`src/rtl/cp0_pkg.sv`:
```
// Shared CP0 definitions: register addresses, STATUS/CAUSE field positions,
// exception codes and the redirect FSM state type.
package cp0_pkg;

  localparam logic [4:0] ADDR_STATUS   = 5'd12;
  localparam logic [4:0] ADDR_CAUSE    = 5'd13;
  localparam logic [4:0] ADDR_EPC      = 5'd14;

  localparam int         ST_IE         = 0;
  localparam int         ST_OVF        = 1;
  localparam int         ST_UNF        = 2;
  localparam int         ST_IM_LSB     = 8;
  localparam int         CAUSE_EXC_LSB = 2;
  localparam int         CAUSE_IP_LSB  = 8;

  localparam logic [4:0] EXC_INT       = 5'd0;

  typedef enum logic [0:0] {
    IDLE  = 1'b0,
    REDIR = 1'b1
  } cp0_state_e;

  // Writable STATUS bits: IE, OVF, UNF and one IM bit per interrupt line.
  function automatic logic [31:0] status_wmask(input int num_irq);
    return 32'h0000_0007 | (((32'd1 << num_irq) - 32'd1) << ST_IM_LSB);
  endfunction

endpackage

```
`src/rtl/cp0_frame_stack.sv`:
```
// Nesting stack of saved {STATUS,EPC} frames; a push while full overwrites
// the top frame instead of growing.
module cp0_frame_stack #(
  parameter int  DEPTH = 4,
  parameter int  W     = 64,
  localparam int PW    = $clog2(DEPTH)
) (
  input  logic         clk,
  input  logic         rst,
  input  logic         push,
  input  logic         pop,
  input  logic [W-1:0] din,
  output logic [W-1:0] top,
  output logic         full,
  output logic         empty,
  output logic [PW:0]  level
);

  logic [W-1:0]  mem_r [DEPTH];
  logic [PW:0]   sp_r;
  logic [PW-1:0] top_idx_s;
  logic [PW-1:0] wr_idx_s;

  // Status flags, top-of-stack read and write slot selection.
  always_comb begin
    full      = (sp_r == (PW+1)'(DEPTH));
    empty     = (sp_r == {(PW+1){1'b0}});
    top_idx_s = PW'(sp_r - (PW+1)'(1));
    if (full) begin
      wr_idx_s = top_idx_s;
    end else begin
      wr_idx_s = sp_r[PW-1:0];
    end
    top   = mem_r[top_idx_s];
    level = sp_r;
  end

  // Frame storage and saturating stack pointer.
  always_ff @(posedge clk or negedge rst) begin
    if (!rst) begin
      sp_r <= {(PW+1){1'b0}};
      for (int i = 0; i < DEPTH; i++) begin
        mem_r[i] <= {W{1'b0}};
      end
    end else if (push) begin
      mem_r[wr_idx_s] <= din;
      if (!full) begin
        sp_r <= sp_r + (PW+1)'(1);
      end else begin
        sp_r <= sp_r;
      end
    end else if (pop && !empty) begin
      sp_r <= sp_r - (PW+1)'(1);
    end else begin
      sp_r <= sp_r;
    end
  end

endmodule

```
`src/rtl/cp0_irq_nest.sv`:
```
// CP0 with STATUS/CAUSE/EPC, prioritised maskable interrupts, nested
// exception frames and a held redirect/ack handshake toward the pipeline.
module cp0_irq_nest
  import cp0_pkg::*;
#(
  parameter int          NUM_IRQ     = 8,
  parameter int          STACK_DEPTH = 4,
  parameter logic [31:0] EXC_VECTOR  = 32'h0000_0004,
  localparam int         LW          = $clog2(STACK_DEPTH) + 1,
  localparam int         IW          = (NUM_IRQ > 1) ? $clog2(NUM_IRQ) : 1
) (
  input  logic               clk,
  input  logic               rst,
  input  logic [NUM_IRQ-1:0] irq,
  input  logic               exc_req,
  input  logic [4:0]         exc_code,
  input  logic [31:0]        pc,
  input  logic [31:0]        npc,
  input  logic               eret,
  input  logic               mtc0,
  input  logic [4:0]         addr,
  input  logic [31:0]        wdata,
  output logic [31:0]        rdata,
  output logic               redirect,
  input  logic               redirect_ack,
  output logic [31:0]        exc_addr,
  output logic [NUM_IRQ-1:0] int_ack,
  output logic [LW-1:0]      nest_level
);

  localparam logic [31:0] STATUS_WMASK = status_wmask(NUM_IRQ);
  localparam logic [31:0] STICKY_MASK  = (32'd1 << ST_OVF) | (32'd1 << ST_UNF);

  cp0_state_e         state_r, state_n;
  logic [31:0]        status_r, epc_r, exc_addr_r;
  logic [4:0]         exc_code_r;
  logic [IW-1:0]      winner_r, winner_s;
  logic               int_entry_r;
  logic [NUM_IRQ-1:0] pending_s;
  logic               take_exc_s, take_int_s, take_eret_s, take_mtc0_s;
  logic               stk_full_s, stk_empty_s;
  logic [63:0]        stk_top_s;

  cp0_frame_stack #(
    .DEPTH (STACK_DEPTH),
    .W     (64)
  ) u_stack (
    .clk   (clk),
    .rst   (rst),
    .push  (take_exc_s | take_int_s),
    .pop   (take_eret_s & ~stk_empty_s),
    .din   ({status_r, epc_r}),
    .top   (stk_top_s),
    .full  (stk_full_s),
    .empty (stk_empty_s),
    .level (nest_level)
  );

  // Qualified pending lines; lowest index wins.
  always_comb begin
    pending_s = irq & status_r[ST_IM_LSB +: NUM_IRQ] & {NUM_IRQ{status_r[ST_IE]}};
    winner_s  = {IW{1'b0}};
    for (int i = NUM_IRQ - 1; i >= 0; i--) begin
      if (pending_s[i]) begin
        winner_s = IW'(i);
      end else begin
        winner_s = winner_s;
      end
    end
  end

  // Event arbitration in IDLE: exception, then interrupt, then ERET, then mtc0.
  always_comb begin
    take_exc_s  = 1'b0;
    take_int_s  = 1'b0;
    take_eret_s = 1'b0;
    take_mtc0_s = 1'b0;
    if (state_r == IDLE) begin
      take_exc_s  = exc_req;
      take_int_s  = ~exc_req & (|pending_s) & ~stk_full_s;
      take_eret_s = ~exc_req & ~take_int_s & eret;
      take_mtc0_s = ~exc_req & ~take_int_s & ~eret & mtc0;
    end else begin
      take_exc_s  = 1'b0;
    end
  end

  // Next-state logic: any entry or return parks in REDIR until acknowledged.
  always_comb begin
    state_n = state_r;
    case (state_r)
      IDLE: begin
        if (take_exc_s | take_int_s | take_eret_s) begin
          state_n = REDIR;
        end else begin
          state_n = IDLE;
        end
      end
      REDIR: begin
        if (redirect_ack) begin
          state_n = IDLE;
        end else begin
          state_n = REDIR;
        end
      end
      default: state_n = IDLE;
    endcase
  end

  // FSM state register.
  always_ff @(posedge clk or negedge rst) begin
    if (!rst) begin
      state_r <= IDLE;
    end else begin
      state_r <= state_n;
    end
  end

  // Architectural registers and redirect bookkeeping.
  always_ff @(posedge clk or negedge rst) begin
    if (!rst) begin
      status_r    <= 32'd0;
      epc_r       <= 32'd0;
      exc_code_r  <= 5'd0;
      exc_addr_r  <= 32'd0;
      winner_r    <= {IW{1'b0}};
      int_entry_r <= 1'b0;
    end else if (take_exc_s) begin
      status_r    <= (status_r & ~(32'd1 << ST_IE)) | (stk_full_s ? (32'd1 << ST_OVF) : 32'd0);
      epc_r       <= pc;
      exc_code_r  <= exc_code;
      exc_addr_r  <= EXC_VECTOR;
      int_entry_r <= 1'b0;
    end else if (take_int_s) begin
      status_r    <= status_r & ~(32'd1 << ST_IE);
      epc_r       <= npc;
      exc_code_r  <= EXC_INT;
      exc_addr_r  <= EXC_VECTOR;
      winner_r    <= winner_s;
      int_entry_r <= 1'b1;
    end else if (take_eret_s) begin
      exc_addr_r  <= epc_r;
      int_entry_r <= 1'b0;
      if (!stk_empty_s) begin
        // Restored STATUS keeps the live sticky flags so overflow history survives.
        status_r <= (stk_top_s[63:32] & ~STICKY_MASK) | (status_r & STICKY_MASK);
        epc_r    <= stk_top_s[31:0];
      end else begin
        status_r <= status_r | (32'd1 << ST_UNF);
      end
    end else if (take_mtc0_s) begin
      case (addr)
        ADDR_STATUS: status_r   <= wdata & STATUS_WMASK;
        ADDR_CAUSE:  exc_code_r <= wdata[CAUSE_EXC_LSB +: 5];
        ADDR_EPC:    epc_r      <= wdata;
        default:     status_r   <= status_r;
      endcase
    end else begin
      status_r <= status_r;
    end
  end

  // Acknowledge pulse and mfc0 read mux.
  always_comb begin
    int_ack = {NUM_IRQ{1'b0}};
    if ((state_r == REDIR) && redirect_ack && int_entry_r) begin
      int_ack[winner_r] = 1'b1;
    end else begin
      int_ack = {NUM_IRQ{1'b0}};
    end
    rdata = 32'd0;
    case (addr)
      ADDR_STATUS: rdata = status_r;
      ADDR_CAUSE: begin
        rdata[CAUSE_EXC_LSB +: 5]      = exc_code_r;
        rdata[CAUSE_IP_LSB +: NUM_IRQ] = irq;
      end
      ADDR_EPC:    rdata = epc_r;
      default:     rdata = 32'd0;
    endcase
  end

  assign redirect = (state_r == REDIR);
  assign exc_addr = exc_addr_r;

endmodule

```
`config.mk`:
```
export PLATFORM = sky130hd
export DESIGN_NAME = cp0_irq_nest
export DESIGN_NICKNAME = d
export VERILOG_FILES = /design/src/rtl/cp0_pkg.sv /design/src/rtl/cp0_frame_stack.sv /design/src/rtl/cp0_irq_nest.sv
export SDC_FILE = /design/constraint.sdc
export NUM_CORES = 1
export LEC_CHECK = 0
export BUFFER_PORTS_ARGS = -buffer_cell sky130_fd_sc_hd__buf_2
export CORE_ASPECT_RATIO = 1.75
export CORE_MARGIN = 1.5
export CORE_UTILIZATION = 55
export DETAILED_ROUTE_END_ITERATION = 8
export PLACE_DENSITY = 0.81
export RECOVER_POWER = 50
export SLEW_MARGIN = 20
export SYNTH_ARGS = -nofsm -noshare
export SYNTH_HDL_FRONTEND = slang
export SYNTH_SLANG_ARGS = --single-unit
export TNS_END_PERCENT = 5
```
`constraint.sdc`:
```
create_clock -name clk -period 4.1 [get_ports clk]
set_clock_uncertainty 0.2 [all_clocks]
set_input_delay 0.41 -clock clk [delete_from_list [all_inputs] [get_ports clk]]
set_output_delay 0.41 -clock clk [all_outputs]
set_load 0.01 [all_outputs]
```
==> flow_summary.ini <==
[drt]
drtAntennaViolNets = 0
vias = 11900
drt-initial-drc-count = 979
first_pass_iters = 7
drt-vias-per-instance = 6.43
wl_per_cell_um = 24.4
drt_wl_total_um = 45300
drc = 0

[clocking]
cts_sinks = 357
cts_hold_buf = 50
cts_setup_buffers = 0
cts_tree = built
clkLatencyLatePin_ns = 0.58
cts-root-buf = clkbuf_16
htreeDepth = 1
clockBufferDepth = 3
clkTransAtPathRegs_ns = 0.07
cts_resized = 0
cts_buffers = 31

[synthesis]
synth_top_cell_area_share_pct = 54.0
yosys_register_bits = 357
seq_area_frac_synth_pct = 54.0
ys_warn_count = 0
synth_area_per_cell_um2 = 13.5
netlist_area_um2 = 16600
synth_edf_count = 0
synth.largest_area_cell = dfrtp_1
async_flop_share_pct = 100
ys.flop_type = dfrtp_1
synthTopCellsByArea = dfrtp_1, mux2_2, mux4_2
synthCells = 1223
syn_nets = 1348
ys_types = 58

[timing]
rsz0062_at_grt = no
final-setup-viol-count = 0
fmax_mhz = 276
hold_violations = 0
worst-slew-pin-transition_ns = 2.89
fin_ws_ns = 0.480
fin_crit_sh_pct = 88.3
relSlewSlack_pct = -92.4
min_period_ns = 3.62
drv_slew = 110
setup_tns_ns = 0

[job]
maxCapViolations = 1

[die]
io_pins = 196
std_cell_rows = 83
start_util_pct = 56.1
dieHeight_um = 232
design.die.area_um2 = 31200
die_w_um = 134
core_um2 = 29500

[cells_and_area]
fillCellCount = 2118
multiInputGateArea_um2 = 7120
n_antenna_cell = 0
finalNetCount = 1572
finalNonFillerCells = 1853
fin_area_um2 = 19400
drive_above_1_share_pct = 35.5
area_growth_pct = 17.4
seq_area_um2 = 8940

[global_routing]
grt_pass1_wl_um = 71200
overflow = 0
grtUsageTotal_pct = 29.7
grt_pass1_vias = 12600
grt_max_degree = 112
grt_antenna_before_repair = 0

[critical_path]
critPathArrivalTime_ns = 3.88
slowest_stage = a41oi_1
path_class = flip-flop to flip-flop
cp_max_fo = 35
cp_cell_sequence = inv_1 -> ha_1 -> a21bo_1 -> a41oi_1 -> o21ai_2 -> nor2_4 -> buf_4 -> mux2_2
cp-end-kind = flip-flop
critPathRequiredTime_ns = 4.36
critPathMaxStageDelay_ns = 0.65
ff2ff_setup_slack_ns = 0.48
worstSetupStartpointType = flip-flop

[placement]
dpl_cell_area_um2 = 17900
dp_slack_ns = 0.971
portBuffers = 195
dp.cells = 1746
dp_hpwl_um = 28900
gp_congestion = 0.890

[pwr]
leakagePower_nw = 8.90
peakVddDrop_mv = 0.408
powerDensity_nw_per_um2 = 641

[hold_path]
hold_class = input pin to flip-flop

[run_status]
outcome = complete, but fails checks
violations = max-capacitance violations, max-slew violations
-- worst max-delay path: cells and delay by family, from the launching register on --
family	cells	cell delay, ns
buf+inv	2	0.60
simple gates	1	0.19
flops	1	0.50
fa+ha+maj	1	0.27
mux	1	0.42
compound gates	3	1.25
-- path summary, 6_finish.rpt --
path	from	depth (start not counted)	end
max reg2reg	u_stack.level[1]	8	u_stack.mem_r[63]
min reg2reg	u_stack.mem_r[237]	1	u_stack.mem_r[237]
min	npc[13]	3	epc_r[13]
max in group asynchronous	rst	3	u_stack.mem_r[52]
max	u_stack.level[1]	8	u_stack.mem_r[63]
min in group asynchronous	rst	2	status_r[13]
-- placed cells by master, fill, tap and decap left out, types with 11 or more instances in the layout --
cell           instances
mux2i_1               13
a31oi_1               25
nor2_1                65
mux2_2               195
dlygate4sd3_1         50
buf_2                159
dfrtp_1              356
a221oi_1              16
a222oi_1              13
a22o_1                66
a21oi_1               39
clkbuf_16             31
mux4_2                62
clkbuf_1              38
o21ai_1               12
a22oi_1               14
buf_4                 33
o22ai_1               14
mux2_1                60
inv_1                 11
nand2_1               81
-- layout make-up --
type	instances	area share, %
repair buffers	281	8.87
flip-flops and latches	357	46.0
inverters	12	0.232
well taps	382	2.46
clock inverters	21	1.56
clock buffers	36	4.24
multi-input cells	764	36.6
-- cell usage after synthesis (5+ instances only) --
cell type  instances
buf_6              8
clkbuf_1          37
mux2_1            60
a21oi_1           39
ha_1               5
nand2b_1           8
buf_4              8
a222oi_1          13
nor2_1            65
mux4_2            62
nand3_1            5
mux2i_1           13
o21ai_1           12
a22oi_1           14
a221oi_1          16
and3_1             6
dfrtp_1          357
buf_2             33
a22o_1            66
mux2_2           195
inv_1             11
nand2_1           83
nor3_1             9
o22ai_1           14
a31oi_1           25
-- flip-flops by register name, indices dropped and copies added (netlist names) --
name,count
winner_r,3
epc_r,32
redirect,1
u_stack.mem_r,248
exc_addr,32
u_stack.level,3
status_r,32
int_entry_r,1
exc_code_r,5
-- where the power goes --
part           switching (mW)  leakage [nW]  total, mW  internal, mW
Sequential              0.896          4.54       5.45          4.56
Clock                    1.33         0.550       3.22          1.89
Combinational            1.77          3.81       3.78          2.00
-- per-stage QoR --
stage / hold slack [ns] / power (mW) / util, %
after CTS: 0.000126 / 12.5 / 66.1
after floorplan: -0.0856 / 7.93 / -
after global placement: 0.268 / 8.99 / 60.6
after global routing: 0.00556 / 13.0 / 65.9
after detailed placement: 0.277 / 9.19 / 60.6
final: 0.00472 / 12.5 / 65.9
-- cells by family (layout without fill, tap and decap cells) --
family	Yosys count	count (layout)	synth area share (%)
fa+ha+maj	5	5	0.378
compound gates	233	233	10.7
buf+inv	102	350	3.11
simple gates	195	195	5.17
xor+xnor	1	1	0.0529
flops	357	357	54.0
mux	330	330	26.6
-- per-layer routing --
metal / GRT usage, % / wire, um / vias up
li1: - / - / 5059
met1: 35.4 / 16800 / 6165
met2: 50.6 / 23000 / 567
met3: 6.62 / 3370 / 133
met4: 14.9 / 2120 / 0
met5: 0 / 0 / -
(Power assumes the default switching activity.)
